## src/rtl/his_pkg.sv

```systemverilog
// Shared types, defaults and helpers for the SiFH histogram builder and its
// downstream peak-finder.
package his_pkg;

  localparam int unsigned DEF_NB           = 8;
  localparam int unsigned DEF_CNT_W        = 8;
  localparam int unsigned DEF_PIXELS       = 4;
  localparam int unsigned DEF_BINS_PER_HIS = 256;
  localparam int unsigned DEF_ACQ_NUM      = 4;
  localparam int unsigned DROP_W           = 16;

  typedef enum logic [2:0] {
    ST_IDLE,
    ST_CLEAR,
    ST_ACCUM,
    ST_DRAIN,
    ST_DONE
  } his_state_t;

  // Bits needed to index v entries; never less than 1 so ports stay legal.
  function automatic int unsigned clog2_f(input int unsigned v);
    int unsigned r;
    r = 0;
    for (int unsigned i = 0; i < 32; i++) begin
      if ((64'd1 << i) < 64'(v)) r = i + 1;
    end
    return (r == 0) ? 1 : r;
  endfunction

  // Increment saturating at 2^w - 1 (w < 32).
  function automatic logic [31:0] sat_inc(input logic [31:0] v, input int unsigned w);
    logic [31:0] max_v;
    max_v = (32'd1 << w) - 32'd1;
    return (v >= max_v) ? max_v : v + 32'd1;
  endfunction

endpackage

```

## src/rtl/his_rmw_pipe.sv

```systemverilog
// Two-stage read/increment/write datapath with forwarding from the two most
// recent writes; also carries the zero writes issued during region clear.
module his_rmw_pipe
  import his_pkg::*;
#(
  parameter int unsigned CNT_W = DEF_CNT_W,
  parameter int unsigned AW    = 10
) (
  input  logic             clk,
  input  logic             res,
  input  logic             i_acc,
  input  logic [AW-1:0]    i_addr,
  input  logic [CNT_W-1:0] i_rdata,
  input  logic             i_clr_wr,
  input  logic [AW-1:0]    i_clr_addr,
  output logic             o_wen,
  output logic [AW-1:0]    o_waddr,
  output logic [CNT_W-1:0] o_wdata,
  output logic             o_sat
);

  localparam logic [CNT_W-1:0] CNT_MAX = '1;

  logic             r_s1_vld;
  logic [AW-1:0]    r_s1_addr;
  logic             r_wen, r_wen_d;
  logic [AW-1:0]    r_waddr, r_waddr_d;
  logic [CNT_W-1:0] r_wdata, r_wdata_d;
  logic [CNT_W-1:0] w_old;
  logic [CNT_W-1:0] w_new;

  // RAM read misses the write in the read cycle and the one after it, so the
  // newest of those two wins over ram_rdata.
  always_comb begin
    w_old = i_rdata;
    if (r_wen_d && (r_waddr_d == r_s1_addr)) w_old = r_wdata_d;
    if (r_wen && (r_waddr == r_s1_addr))     w_old = r_wdata;
  end

  assign w_new = CNT_W'(sat_inc(32'(w_old), CNT_W));
  assign o_sat = r_s1_vld && (w_old == CNT_MAX);

  always_ff @(posedge clk) begin
    if (res) begin
      r_s1_vld  <= 1'b0;
      r_s1_addr <= '0;
      r_wen     <= 1'b0;
      r_waddr   <= '0;
      r_wdata   <= '0;
      r_wen_d   <= 1'b0;
      r_waddr_d <= '0;
      r_wdata_d <= '0;
    end else begin
      r_s1_vld  <= i_acc;
      r_s1_addr <= i_addr;
      r_wen_d   <= r_wen;
      r_waddr_d <= r_waddr;
      r_wdata_d <= r_wdata;
      if (r_s1_vld) begin
        r_wen   <= 1'b1;
        r_waddr <= r_s1_addr;
        r_wdata <= w_new;
      end else if (i_clr_wr) begin
        r_wen   <= 1'b1;
        r_waddr <= i_clr_addr;
        r_wdata <= '0;
      end else begin
        r_wen   <= 1'b0;
      end
    end
  end

  assign o_wen   = r_wen;
  assign o_waddr = r_waddr;
  assign o_wdata = r_wdata;

endmodule

```

## src/rtl/his_builder_rmw.sv

```systemverilog
// Histogram builder: control FSM, clear sweep, frame and drop counting around
// the pipelined saturating read-modify-write datapath.
module his_builder_rmw
  import his_pkg::*;
#(
  parameter  int unsigned NB           = DEF_NB,
  parameter  int unsigned CNT_W        = DEF_CNT_W,
  parameter  int unsigned PIXELS       = DEF_PIXELS,
  parameter  int unsigned BINS_PER_HIS = DEF_BINS_PER_HIS,
  parameter  int unsigned ACQ_NUM      = DEF_ACQ_NUM,
  localparam int unsigned PIX_W        = clog2_f(PIXELS),
  localparam int unsigned RAM_ADDR     = clog2_f(PIXELS * BINS_PER_HIS)
) (
  input  logic                clk,
  input  logic                res,
  input  logic                start,
  input  logic                clear_en,
  input  logic                evt_valid,
  input  logic [PIX_W-1:0]    evt_pixel,
  input  logic [NB-1:0]       evt_bin,
  output logic                evt_ready,
  input  logic                frame_end,
  output logic                ram_ren,
  output logic [RAM_ADDR-1:0] ram_raddr,
  input  logic [CNT_W-1:0]    ram_rdata,
  output logic                ram_wen,
  output logic [RAM_ADDR-1:0] ram_waddr,
  output logic [CNT_W-1:0]    ram_wdata,
  output logic                busy,
  output logic                done,
  output logic                sat_flag,
  output logic [DROP_W-1:0]   drop_cnt
);

  localparam int unsigned N_WORDS = PIXELS * BINS_PER_HIS;
  localparam int unsigned ACQ_W   = clog2_f(ACQ_NUM + 1);

  his_state_t          r_state, w_next;
  logic [RAM_ADDR-1:0] r_clr_addr;
  logic [ACQ_W-1:0]    r_acq;
  logic                r_drain;
  logic [DROP_W-1:0]   r_drop;
  logic                r_sat;

  logic                w_in_range;
  logic                w_evt;
  logic                w_acc;
  logic                w_drop;
  logic                w_last_frame;
  logic                w_clr_last;
  logic                w_clr_wr;
  logic [RAM_ADDR-1:0] w_clr_addr;
  logic [RAM_ADDR-1:0] w_addr;
  logic                w_sat;

  assign w_in_range   = (32'(evt_bin) < BINS_PER_HIS) && (32'(evt_pixel) < PIXELS);
  assign w_evt        = evt_ready && evt_valid;
  assign w_acc        = w_evt && w_in_range;
  assign w_drop       = w_evt && !w_in_range;
  assign w_addr       = RAM_ADDR'(32'(evt_pixel) * BINS_PER_HIS + 32'(evt_bin));
  assign w_last_frame = (r_state == ST_ACCUM) && frame_end &&
                        (r_acq == ACQ_W'(ACQ_NUM - 1));
  assign w_clr_last   = (r_clr_addr == RAM_ADDR'(N_WORDS - 1));
  // The write for address 0 is registered from IDLE, so each CLEAR cycle
  // shows r_clr_addr on the write port and queues the next one.
  assign w_clr_addr   = (r_state == ST_CLEAR) ? r_clr_addr + RAM_ADDR'(1) : '0;

  always_ff @(posedge clk) begin
    if (res) r_state <= ST_IDLE;
    else     r_state <= w_next;
  end

  always_comb begin
    w_next    = r_state;
    w_clr_wr  = 1'b0;
    evt_ready = 1'b0;
    busy      = 1'b1;
    done      = 1'b0;
    case (r_state)
      ST_IDLE: begin
        busy = 1'b0;
        if (start) begin
          w_clr_wr = clear_en;
          w_next   = clear_en ? ST_CLEAR : ST_ACCUM;
        end
      end
      ST_CLEAR: begin
        if (w_clr_last) w_next = ST_ACCUM;
        else            w_clr_wr = 1'b1;
      end
      ST_ACCUM: begin
        evt_ready = 1'b1;
        if (w_last_frame) w_next = ST_DRAIN;
      end
      ST_DRAIN: begin
        if (r_drain) w_next = ST_DONE;
      end
      ST_DONE: begin
        done   = 1'b1;
        w_next = ST_IDLE;
      end
      default: w_next = ST_IDLE;
    endcase
  end

  always_ff @(posedge clk) begin
    if (res) begin
      r_clr_addr <= '0;
      r_acq      <= '0;
      r_drain    <= 1'b0;
      r_drop     <= '0;
      r_sat      <= 1'b0;
    end else if ((r_state == ST_IDLE) && start) begin
      r_clr_addr <= '0;
      r_acq      <= '0;
      r_drain    <= 1'b0;
      r_drop     <= '0;
      r_sat      <= 1'b0;
    end else begin
      if (r_state == ST_CLEAR) r_clr_addr <= r_clr_addr + RAM_ADDR'(1);
      if ((r_state == ST_ACCUM) && frame_end) r_acq <= r_acq + ACQ_W'(1);
      if (w_drop && (r_drop != '1)) r_drop <= r_drop + DROP_W'(1);
      if (w_sat) r_sat <= 1'b1;
      r_drain <= (r_state == ST_DRAIN) && !r_drain;
    end
  end

  his_rmw_pipe #(
    .CNT_W (CNT_W),
    .AW    (RAM_ADDR)
  ) u_pipe (
    .clk        (clk),
    .res        (res),
    .i_acc      (w_acc),
    .i_addr     (w_addr),
    .i_rdata    (ram_rdata),
    .i_clr_wr   (w_clr_wr),
    .i_clr_addr (w_clr_addr),
    .o_wen      (ram_wen),
    .o_waddr    (ram_waddr),
    .o_wdata    (ram_wdata),
    .o_sat      (w_sat)
  );

  assign ram_ren   = w_acc;
  assign ram_raddr = w_acc ? w_addr : '0;
  assign sat_flag  = r_sat;
  assign drop_cnt  = r_drop;

endmodule

```

## config.mk

```make
export PLATFORM = sky130hd
export DESIGN_NAME = his_builder_rmw
export DESIGN_NICKNAME = d
export VERILOG_FILES = /design/src/rtl/his_pkg.sv /design/src/rtl/his_rmw_pipe.sv /design/src/rtl/his_builder_rmw.sv
export SDC_FILE = /design/constraint.sdc
export NUM_CORES = 1
export LEC_CHECK = 0
export ABC_AREA = 1
export CORE_UTILIZATION = 54
export CTS_BUF_LIST = sky130_fd_sc_hd__clkbuf_8
export CTS_CLUSTER_SIZE = 25
export DETAILED_ROUTE_END_ITERATION = 16
export HOLD_SLACK_MARGIN = 0.03
export MAX_ROUTING_LAYER = met4
export PLACE_DENSITY = 0.83
export SYNTH_ARGS = -nofsm -noshare
export SYNTH_HDL_FRONTEND = slang
export SYNTH_SLANG_ARGS = --single-unit
```

## constraint.sdc

```tcl
create_clock -name clk -period 2.2 [get_ports clk]
set_input_delay 0.44 -clock clk [delete_from_list [all_inputs] [get_ports clk]]
set_output_delay 0.44 -clock clk [all_outputs]
set_load 0.01 [all_outputs]
```

# Word-level counts from Yosys, hierarchy flattened
# Cells that the tools add are included.
[totals]
register_bits = 67
latch_bits = 0
ramBits = 0
mem_bits_ro = 0
in_bits = 24
out_inout_bits = 50
elab_cells = 67
mem_count = 0
[op_classes]
add_sub_neg = 4
mul = 0
div = 0
order_cmp = 1
eq_ne = 13
shifts = 0
muxes = 23
bitwise_logic = 0
reduce_logical = 13
[op_table]
columns = ["cell", "count"]
rows = [
  ["$mux W10", 4],
  ["$mux W8", 5],
  ["$eq A10 B10 Y1", 2],
  ["$mux W3", 4],
  ["$pmux W3 S4", 1],
  ["$add A10 B1 Y10 const B", 1],
  ["$add A10 B8 Y10", 1],
  ["$eq A10 B10 Y1 const B", 1],
  ["$eq A3 B2 Y1 const B", 3],
  ["$add A8 B1 Y8 const B", 1],
  ["$eq A8 B8 Y1 const B", 1],
  ["$ge A8 B8 Y1 const B", 1],
  ["$logic_and A1 B1 Y1", 8],
  ["$ne A2 B2 Y1 const B", 4],
  ["$mux W1", 7],
  ["$reduce_and A4 Y1", 1],
  ["$add A3 B1 Y3 const B", 1],
  ["$eq A3 B1 Y1 const B", 1],
  ["$eq A3 B3 Y1 const B", 1],
  ["$logic_not A3 Y1", 1],
  ["$mux W2", 1],
  ["$pmux W1 S2", 1],
  ["$reduce_bool A2 Y1", 1],
  ["$reduce_or A2 Y1", 1],
  ["$logic_not A1 Y1", 1],
]

# Depth between registers and ports, before layout
# Gate-level depths: netlist (run 1).
[depth]
word_depth = 7
ltp_mapped = 18
depth_no_buf = 18

# Hierarchy
# A second synthesis (run 1) with hierarchy kept.
[unflattened]
cells_unflattened = 645
hier_area_um2 = 4008.8
[by_module_without_submodules]
columns = ["mod", "n_inst", "cells_each", "area_each_um2", "seq_area_each_um2"]
rows = [
  ["his_rmw_pipe", 1, 450, 2803.9, 980.9],
  ["his_builder_rmw", 1, 195, 1204.9, 360.3],
]

# Least setup slack after synthesis (run 1)
# OpenSTA, ideal clock, no wires.
[synth_timing]
path_kind = "register to register"
from = "register u_pipe.r_waddr[3] (netlist: u_pipe.o_waddr[3])"
to = "register u_pipe.r_wdata[4] (netlist: u_pipe.o_wdata[4])"
setup_ps = 109
t_arrival_ps = 1926
required_ps = 2091
slack_ps = 165
stages_incl_launch_ff = 17
path_buffers = 0
period_less_slack_ps = 2035
path_cell_list = "dfxtp_1 inv_1 nand2_1 o21ai_0 nor3_2 nand2_4 inv_2 nand2_1 nand2_1 ha_1 nand3_2 nor2_4 nand2_1 nand3_1 nand3_1 nand2_1 inv_1"
[synth_via]
elab_chain_len = 6
elab_cells_between_ends = 7
classes_between = "1 x add/sub; 1 x order compare; 1 x eq/ne; 3 x mux; 1 x reduce/logical"
[synth_lines]
columns = ["element", "line_no", "rtl"]
rows = [
  ["from (decl)", "his_rmw_pipe.sv:27", "logic [AW-1:0] r_waddr, r_waddr_d;"],
  ["from (signal assigned)", "his_rmw_pipe.sv:61", "r_waddr <= r_s1_addr;"],
  ["from (signal assigned)", "his_rmw_pipe.sv:65", "r_waddr <= i_clr_addr;"],
  ["$eq A10 B10 Y1 (*)", "his_rmw_pipe.sv:37", "if (r_wen && (r_waddr == r_s1_addr)) w_old = r_wdata;"],
  ["$logic_and A1 B1 Y1 (*)", "his_rmw_pipe.sv:37", ""],
  ["$mux W8 (*)", "his_rmw_pipe.sv:37", ""],
  ["$add A8 B1 Y8 or $ge A8 B8 Y1 (tied branches)", "his_pkg.sv:34", "return (v >= max_v) ? max_v : v + 32'd1;"],
  ["$mux W8 (*)", "his_pkg.sv:34", ""],
  ["$mux W8 (*)", "his_rmw_pipe.sv:59", "if (r_s1_vld) begin"],
  ["to (signal assigned)", "his_rmw_pipe.sv:62", "r_wdata <= w_new;"],
  ["to (decl)", "his_rmw_pipe.sv:28", "logic [CNT_W-1:0] r_wdata, r_wdata_d;"],
]
# Mark *: on every way between the ends. The rest lies on a longest branch, timed or not.
# A chain may end at the register's enable or synchronous reset.

# Final worst setup path (run 1)
[layout_timing]
from = "register u_pipe.r_waddr_d[9]"
to = "register u_pipe.r_wdata[5] (netlist: u_pipe.o_wdata[5])"
[layout_via]
elab_chain_len = 7
elab_cells_between_ends = 8
classes_between = "1 x add/sub; 1 x order compare; 1 x eq/ne; 4 x mux; 1 x reduce/logical"
[layout_lines]
columns = ["element", "line_no", "rtl"]
rows = [
  ["from (decl)", "his_rmw_pipe.sv:27", ""],
  ["from (signal assigned)", "his_rmw_pipe.sv:57", "r_waddr_d <= r_waddr;"],
  ["$eq A10 B10 Y1 (*)", "his_rmw_pipe.sv:36", "if (r_wen_d && (r_waddr_d == r_s1_addr)) w_old = r_wdata_d;"],
  ["$logic_and A1 B1 Y1 (*)", "his_rmw_pipe.sv:36", ""],
  ["$mux W8 (*)", "his_rmw_pipe.sv:36", ""],
  ["$mux W8 (*)", "his_rmw_pipe.sv:37", ""],
  ["$add A8 B1 Y8 or $ge A8 B8 Y1 (tied branches)", "his_pkg.sv:34", ""],
  ["$mux W8 (*)", "his_pkg.sv:34", ""],
  ["$mux W8 (*)", "his_rmw_pipe.sv:59", ""],
]
# Marked as above.

==> impl_metrics.tcl, run 1 <==
set metrics [dict create \
    path_cells "inv_1, a21boi_1, nand2_1, nor2_1, nand3_2, nand2_1, nand3_1, nand2_2, ha_4, nand3_4, nor2_4, nand3_4, nand2_2, inv_2, a21oi_2" \
    die_area_mm2 0.007262 \
    hold_viol_final 0 \
    synth.top_cell.area_share_pct 35.86 \
    via_count 3835 \
    finalInstanceArea_mm2 0.004877 \
    min-delay-start "sat_flag" \
    ant_nets 0 \
    syn_inst 566 \
    placementRows 29 \
    grt_max_degree 21 \
    timing.rr.end "u_pipe.o_wdata[5]" \
    syn_avg_cell_area_um2 6.607 \
    ioPinCount 74 \
    synth_xor_xnor_area_share_pct 0.9368 \
    p_leak_nw 2.274 \
    yosysSeqAreaShare_pct 35.86 \
    die_x_um 85.22 \
    drv_slew 0 \
    worst_r2r_path_depth 15 \
    cp_max_fo 7 \
    synth_fa_ha_area_share_pct 1.338 \
    grt_pass1_wl_mm 15.24 \
    vias_per_cell 5.239 \
    drtIter0Drc 265 \
    nets 678 \
    remaining_drc_errors 0 \
    pwr-share-clk_pct 26.5 \
    synth_warnings 0 \
    min_period_over_period_pct 97.52 \
    netlist_area_mm2 0.003740 \
    switching_share_pct 35.79 \
    grt_pass1_vias 3448 \
    initial_utilization_pct 57.26 \
    dpl_cell_area_mm2 0.004452 \
    hold_path_end "sat_flag" \
    grt_antenna_before_repair 0 \
    synth-simple-area-share_pct 37.94 \
    max_freq_mhz 466.1 \
    r2r_slack_ps 50 \
    synth_compound_area_share_pct 9.067 \
    switchingPower_mw 1.436 \
    fin_crit_ps 2145 \
    cts.sinks 67 \
    intPower_mw 2.576 \
    hp-class "reg2reg" \
    ir_drop_v 0.0007462 \
    layout_common_cells "133 x nand2_1, 87 x inv_1, 63 x nor2_1" \
    critPathSlowestCell "dfxtp_1" \
    critPathMaxStageDelay_ps 350 \
    crit_cells 15 \
    synth_cell_type_count 43 \
    pwr-share-seq_pct 36.8 \
    required_ps 2480 \
    coreArea_mm2 0.006531 \
    drive_gt1_share_pct 20.92 \
    whs_path_depth 2 \
    muxShareOfSynthArea_pct 0 \
    cap_violations 0 \
    wl_per_cell_um 13.63 \
    clk_latency_ps 350 \
    crit_type "reg2reg" \
    final_common_cell "nand2_1" \
    critPathArrivalTime_ps 2430 \
    h-tree-depth 3 \
    clockBufferDepth 2 \
    drt_wl_total_mm 9.979 \
    post-dp-hpwl_mm 7.176 \
    cts_tree "done" \
    p_per_area_mw_per_mm2 822.6 \
    crit_path_end_kind "flop" \
    status "completed" \
    combPwrFrac_pct 36.7 \
    area_growth_pct 30.41 \
    ys_ff_latch 67 \
    finalWorstSetupSlack_ps 54.59 \
    reg2reg_from "u_pipe.r_waddr_d[9]" \
    diodes 0 \
    gr-total-overflow 0 \
    yosys.area.top_type "dfxtp_1" \
    clockRootBuffer "clkbuf_8" \
    crit_family "simple AND/OR/NAND/NOR gates" \
    synth_top_family_by_area "simple AND/OR/NAND/NOR gates" \
    numCtsBuffers 9 \
    finalWeightedCongestion 0.8997 \
    fin_skew_ps 13.55 \
    critPathLaunchType "flop" \
    clkTransAtPathRegs_ps 70 \
    crit_buf_inv 2 \
    buffer_ports.inserted 57 \
    pre_cts_slack_ps -69.36 \
    grt_usage_pct 27.59 \
    first_pass_iters 5 \
    finalSetupViolations 0 \
    die_h_um 85.22 \
    ys_top_cells_by_area "dfxtp_1 36%, nand2_1 14%, inv_1 8.4%, nor2_1 6.6%, nand3_1 6.2%" \
]
[layout make-up]
cell class | count | area, um^2
Multi-Input combinational cell | 386 | 2029
Fill cell | 492 | 1654
Sequential cell | 67 | 1384
Timing Repair Buffer | 86 | 778.2
Inverter | 100 | 382.9
Clock buffer | 12 | 165.2
Tap cell | 77 | 96.34
Clock inverter | 4 | 41.29
[registers in the layout, indices dropped and copies added, names as in the netlist]
signal            cells
r_clr_addr           10
u_pipe.o_waddr       10
u_pipe.r_s1_addr     10
u_pipe.r_waddr_d     10
u_pipe.o_wdata        8
u_pipe.r_wdata_d      8
r_acq                 3
r_state               3
r_drain               1
sat_flag              1
u_pipe.o_wen          1
u_pipe.r_s1_vld       1
u_pipe.r_wen_d        1
[worst max path at each step]
stage	slack (ps)	startpoint	to
global route	-90	u_pipe.r_waddr_d[9]	u_pipe.o_wdata[3]
global placement	-5	evt_valid	ram_raddr[6]
floorplan	170	u_pipe.o_waddr[3]	u_pipe.o_wdata[4]
finish	50	u_pipe.r_waddr_d[9]	u_pipe.o_wdata[5]
CTS	0.2	u_pipe.r_s1_addr[1]	u_pipe.o_wdata[4]
detailed placement	-70	evt_valid	ram_raddr[5]
[power by group through the flow]
stage / clock (mW) / sequential [mW] / combinational [mW]
after global routing: 1.13 / 1.49 / 1.61
after detailed placement: 0 / 1.48 / 1.36
after global placement: 0 / 1.48 / 1.32
after CTS: 1.06 / 1.46 / 1.37
final: 1.06 / 1.48 / 1.47
after floorplan: 0 / 1.48 / 0.858
[per-stage QoR]
step                      instances  power [mW]  hold WS, ps  util, %  TNS [ps]
after floorplan                 581       2.342        441.5        -         0
after global placement          709       2.801        442.2    68.16    -11.04
after detailed placement        709       2.846        445.0    68.16    -201.7
after CTS                       725       3.888        455.1    71.46         0
after global routing            732       4.221        482.3    74.67    -451.7
final                           732       4.012        453.1    74.67         0
[layer usage]
layer  GRT usage (%)  part of all wire [%]
met5               -                     0
met4           9.091                   1.6
met3           6.226                   6.1
met2           46.33                    50
met1           32.70                    42
[what timing repair did]
item,CTS,global route
buffers inserted,0,8
hold buffers,0,0
setup endpoints to repair,16,23
cloned,0,0
pin swaps,1,17
gates resized for setup,18,53
[synth_stat cells]
cell type,number
o21ai_0,19
ha_1,4
nand3_1,46
o22a_1,2
o21ai_1,2
nand3b_1,4
a21boi_1,1
inv_2,16
and2_1,2
and3_1,1
a21o_1,1
buf_6,1
nand3_4,1
nand3_2,5
a211oi_1,2
nand2_2,13
inv_1,84
o211ai_1,1
a32o_1,1
a21oi_2,1
o21ai_2,2
conb_1,1
buf_1,1
xor2_1,1
nor3_2,3
nand2_1,140
a21oi_1,19
nand2_4,3
a22o_1,1
xnor2_1,3
buf_4,17
nand4_1,1
dfxtp_1,67
o22ai_1,3
nor2_8,1
nor3_1,8
nor2_1,66
o21bai_1,1
nor2_2,2
clkbuf_1,9
a31oi_1,2
nor2_4,5
or2_2,3
[worst min-delay path: stages, from the launching register on]
cell	delay [ps]
dfxtp_1	310
inv_1	50
a21oi_1	50
[cell families (layout without fill, tap and decap cells)]
| logic type | after synthesis | after routing |
|---|---|---|
| xor gates and xnor gates | 4 | 4 |
| and+or+nand+nor | 304 | 304 |
| buffers and inverters | 128 | 202 |
| other | 1 | 16 |
| adders and majority gates | 4 | 4 |
| AOI/OAI and AO/OA | 58 | 58 |
| DFF | 67 | 67 |
Power figures use the tool's default switching activity.
==> inputs of run 2 (changes only) <==
- REMOVE_ABC_BUFFERS: not set -> 1
==> run 2 against run 1 <==
Die area unchanged. First-iteration DRC count is 17% lower. Cell count shrank 0.41%. Critical path depth is 2 lower. Critical path type unchanged. Via count decreased by 4.0%. Highest routed layer unchanged. Non-clock buffer count shrank 3.
==> impl_metrics.tcl, run 2 (synthesized netlist as in run 1, its figures left out) <==
set metrics [dict create \
    status "completed" \
    die_h_um 85.22 \
    cp_max_fo 4 \
    rsz0062_at_grt "true" \
    worst_r2r_path_depth 13 \
    drive_gt1_share_pct 20.86 \
    ant_nets 0 \
    ir_drop_v 0.0006772 \
    die_area_mm2 0.007262 \
    coreArea_mm2 0.006531 \
    cts_tree "done" \
    whs_path_depth 2 \
    finalSetupViolations 0 \
    critPathArrivalTime_ps 2320 \
    max_freq_mhz 474.1 \
    crit_path_end_kind "flop" \
    required_ps 2410 \
    clk_latency_ps 340 \
    finalWorstSetupSlack_ps 90.89 \
    p_leak_nw 2.245 \
    buffer_ports.inserted 57 \
    h-tree-depth 3 \
    cts.sinks 67 \
    crit_cells 13 \
    drv_slew 0 \
    grt_max_degree 30 \
    grt_pass1_vias 3396 \
    cap_violations 0 \
    clockBufferDepth 2 \
    grt_antenna_before_repair 0 \
    die_x_um 85.22 \
    finalWeightedCongestion 0.9178 \
    gr-total-overflow 0 \
    vias_per_cell 5.052 \
    initial_utilization_pct 57.26 \
    critPathMaxStageDelay_ps 380 \
    wl_per_cell_um 12.75 \
    tns_ps 0 \
    drt_wl_total_mm 9.293 \
    fin_skew_ps 10.16 \
    post-dp-hpwl_mm 6.904 \
    drtIter0Drc 219 \
    p_per_area_mw_per_mm2 812.2 \
    path_cells "inv_2, nand2_1, o21ai_1, nor3_2, nand3_1, buf_4, nand3_1, nand2_2, buf_4, inv_1, nand2_1, nand3_1, a21oi_2" \
    final_common_cell "nand2_1" \
    pre_cts_slack_ps -40.73 \
    first_pass_iters 4 \
    grt_pass1_wl_mm 15.02 \
    crit_type "reg2reg" \
    area_growth_pct 28.14 \
    crit_family "simple AND/OR/NAND/NOR gates" \
    numCtsBuffers 9 \
    critPathSlowestCell "dfxtp_2" \
    diodes 0 \
    cpMostUsedCell "nand3_1" \
    grt_usage_pct 26.64 \
    layout_common_cells "134 x nand2_1, 84 x inv_1, 61 x nor2_1" \
    clkTransAtPathRegs_ps 70 \
    remaining_drc_errors 0 \
    hp-class "reg2reg" \
    critPathLaunchType "flop" \
    hold_viol_final 0 \
    nets 675 \
    clockRootBuffer "clkbuf_8" \
    via_count 3683 \
    min_period_over_period_pct 95.87 \
    crit_buf_inv 4 \
    fin_crit_ps 2109 \
    placementRows 29 \
    ioPinCount 74 \
]
==> run 2: cell type report <==
cell class | count | area (um^2)
clock inverters | 6 | 55.05
well taps | 77 | 96.34
clock buffers | 10 | 137.6
multi-input cells | 386 | 1993
fillers | 524 | 1739
flip-flops and latches | 67 | 1378
repair buffers | 83 | 752.0
inverters | 100 | 380.4
==> run 2: timing repair <==
item	CTS	global route
setup endpoints to repair	15	19
setup buffers	0	7
cloned	0	0
hold buffers	0	0
pin swaps	0	15
gates resized for setup	24	36
==> run 2: where the power goes <==
part | leakage, nW | switching, mW | internal [mW] | total (mW)
sequential | 0.554 | 0.119 | 1.35 | 1.47
combinational | 1.59 | 0.836 | 0.583 | 1.42
clock | 0.106 | 0.456 | 0.544 | 1.00
total | 2.25 | 1.41 | 2.48 | 3.89
==> run 2: metal layers <==
layer,GRT usage (%),vias to the layer above,routed length [um],share of wire [%]
li1,-,1890,-,-
met4,9.245,0,131,1.4
met2,43.91,112,4564,49
met1,33.60,1665,4165,45
met3,3.599,16,431,4.6
met5,-,-,0,0
==> run 2: through the flow <==
stage | power (mW) | hold slack, ps | cell area [um^2] | std cells | util, %
2_1_floorplan | 2.274 | 441.5 | 3620 | 553 | -
3_3_place_gp | 2.779 | 442.9 | 4429 | 706 | 67.82
3_5_place_dp | 2.820 | 445.6 | 4429 | 706 | 67.82
4_1_cts | 3.816 | 456.5 | 4638 | 722 | 71.02
5_1_grt | 4.116 | 469.9 | 4792 | 729 | 73.37
6_report | 3.892 | 453.8 | 4792 | 729 | 73.37
==> run 2: worst paths after layout <==
kind | to | slack [ps] | start
hold reg to reg | sat_flag | 450 | sat_flag
setup / recovery | u_pipe.o_wdata[5] | 90 | u_pipe.o_waddr[9]
hold / removal | sat_flag | 450 | sat_flag
setup reg to reg | u_pipe.o_wdata[5] | 90 | u_pipe.o_waddr[9]
==> run 2: worst reg2reg max path: stages (launching register included) <==
cell     delay [ps]
dfxtp_2         380
inv_2            50
nand2_1          50
o21ai_1         120
nor3_2          270
nand3_1         200
buf_4           200
nand3_1         110
nand2_2         120
buf_4           150
inv_1            90
nand2_1          80
nand3_1         120
a21oi_2          60
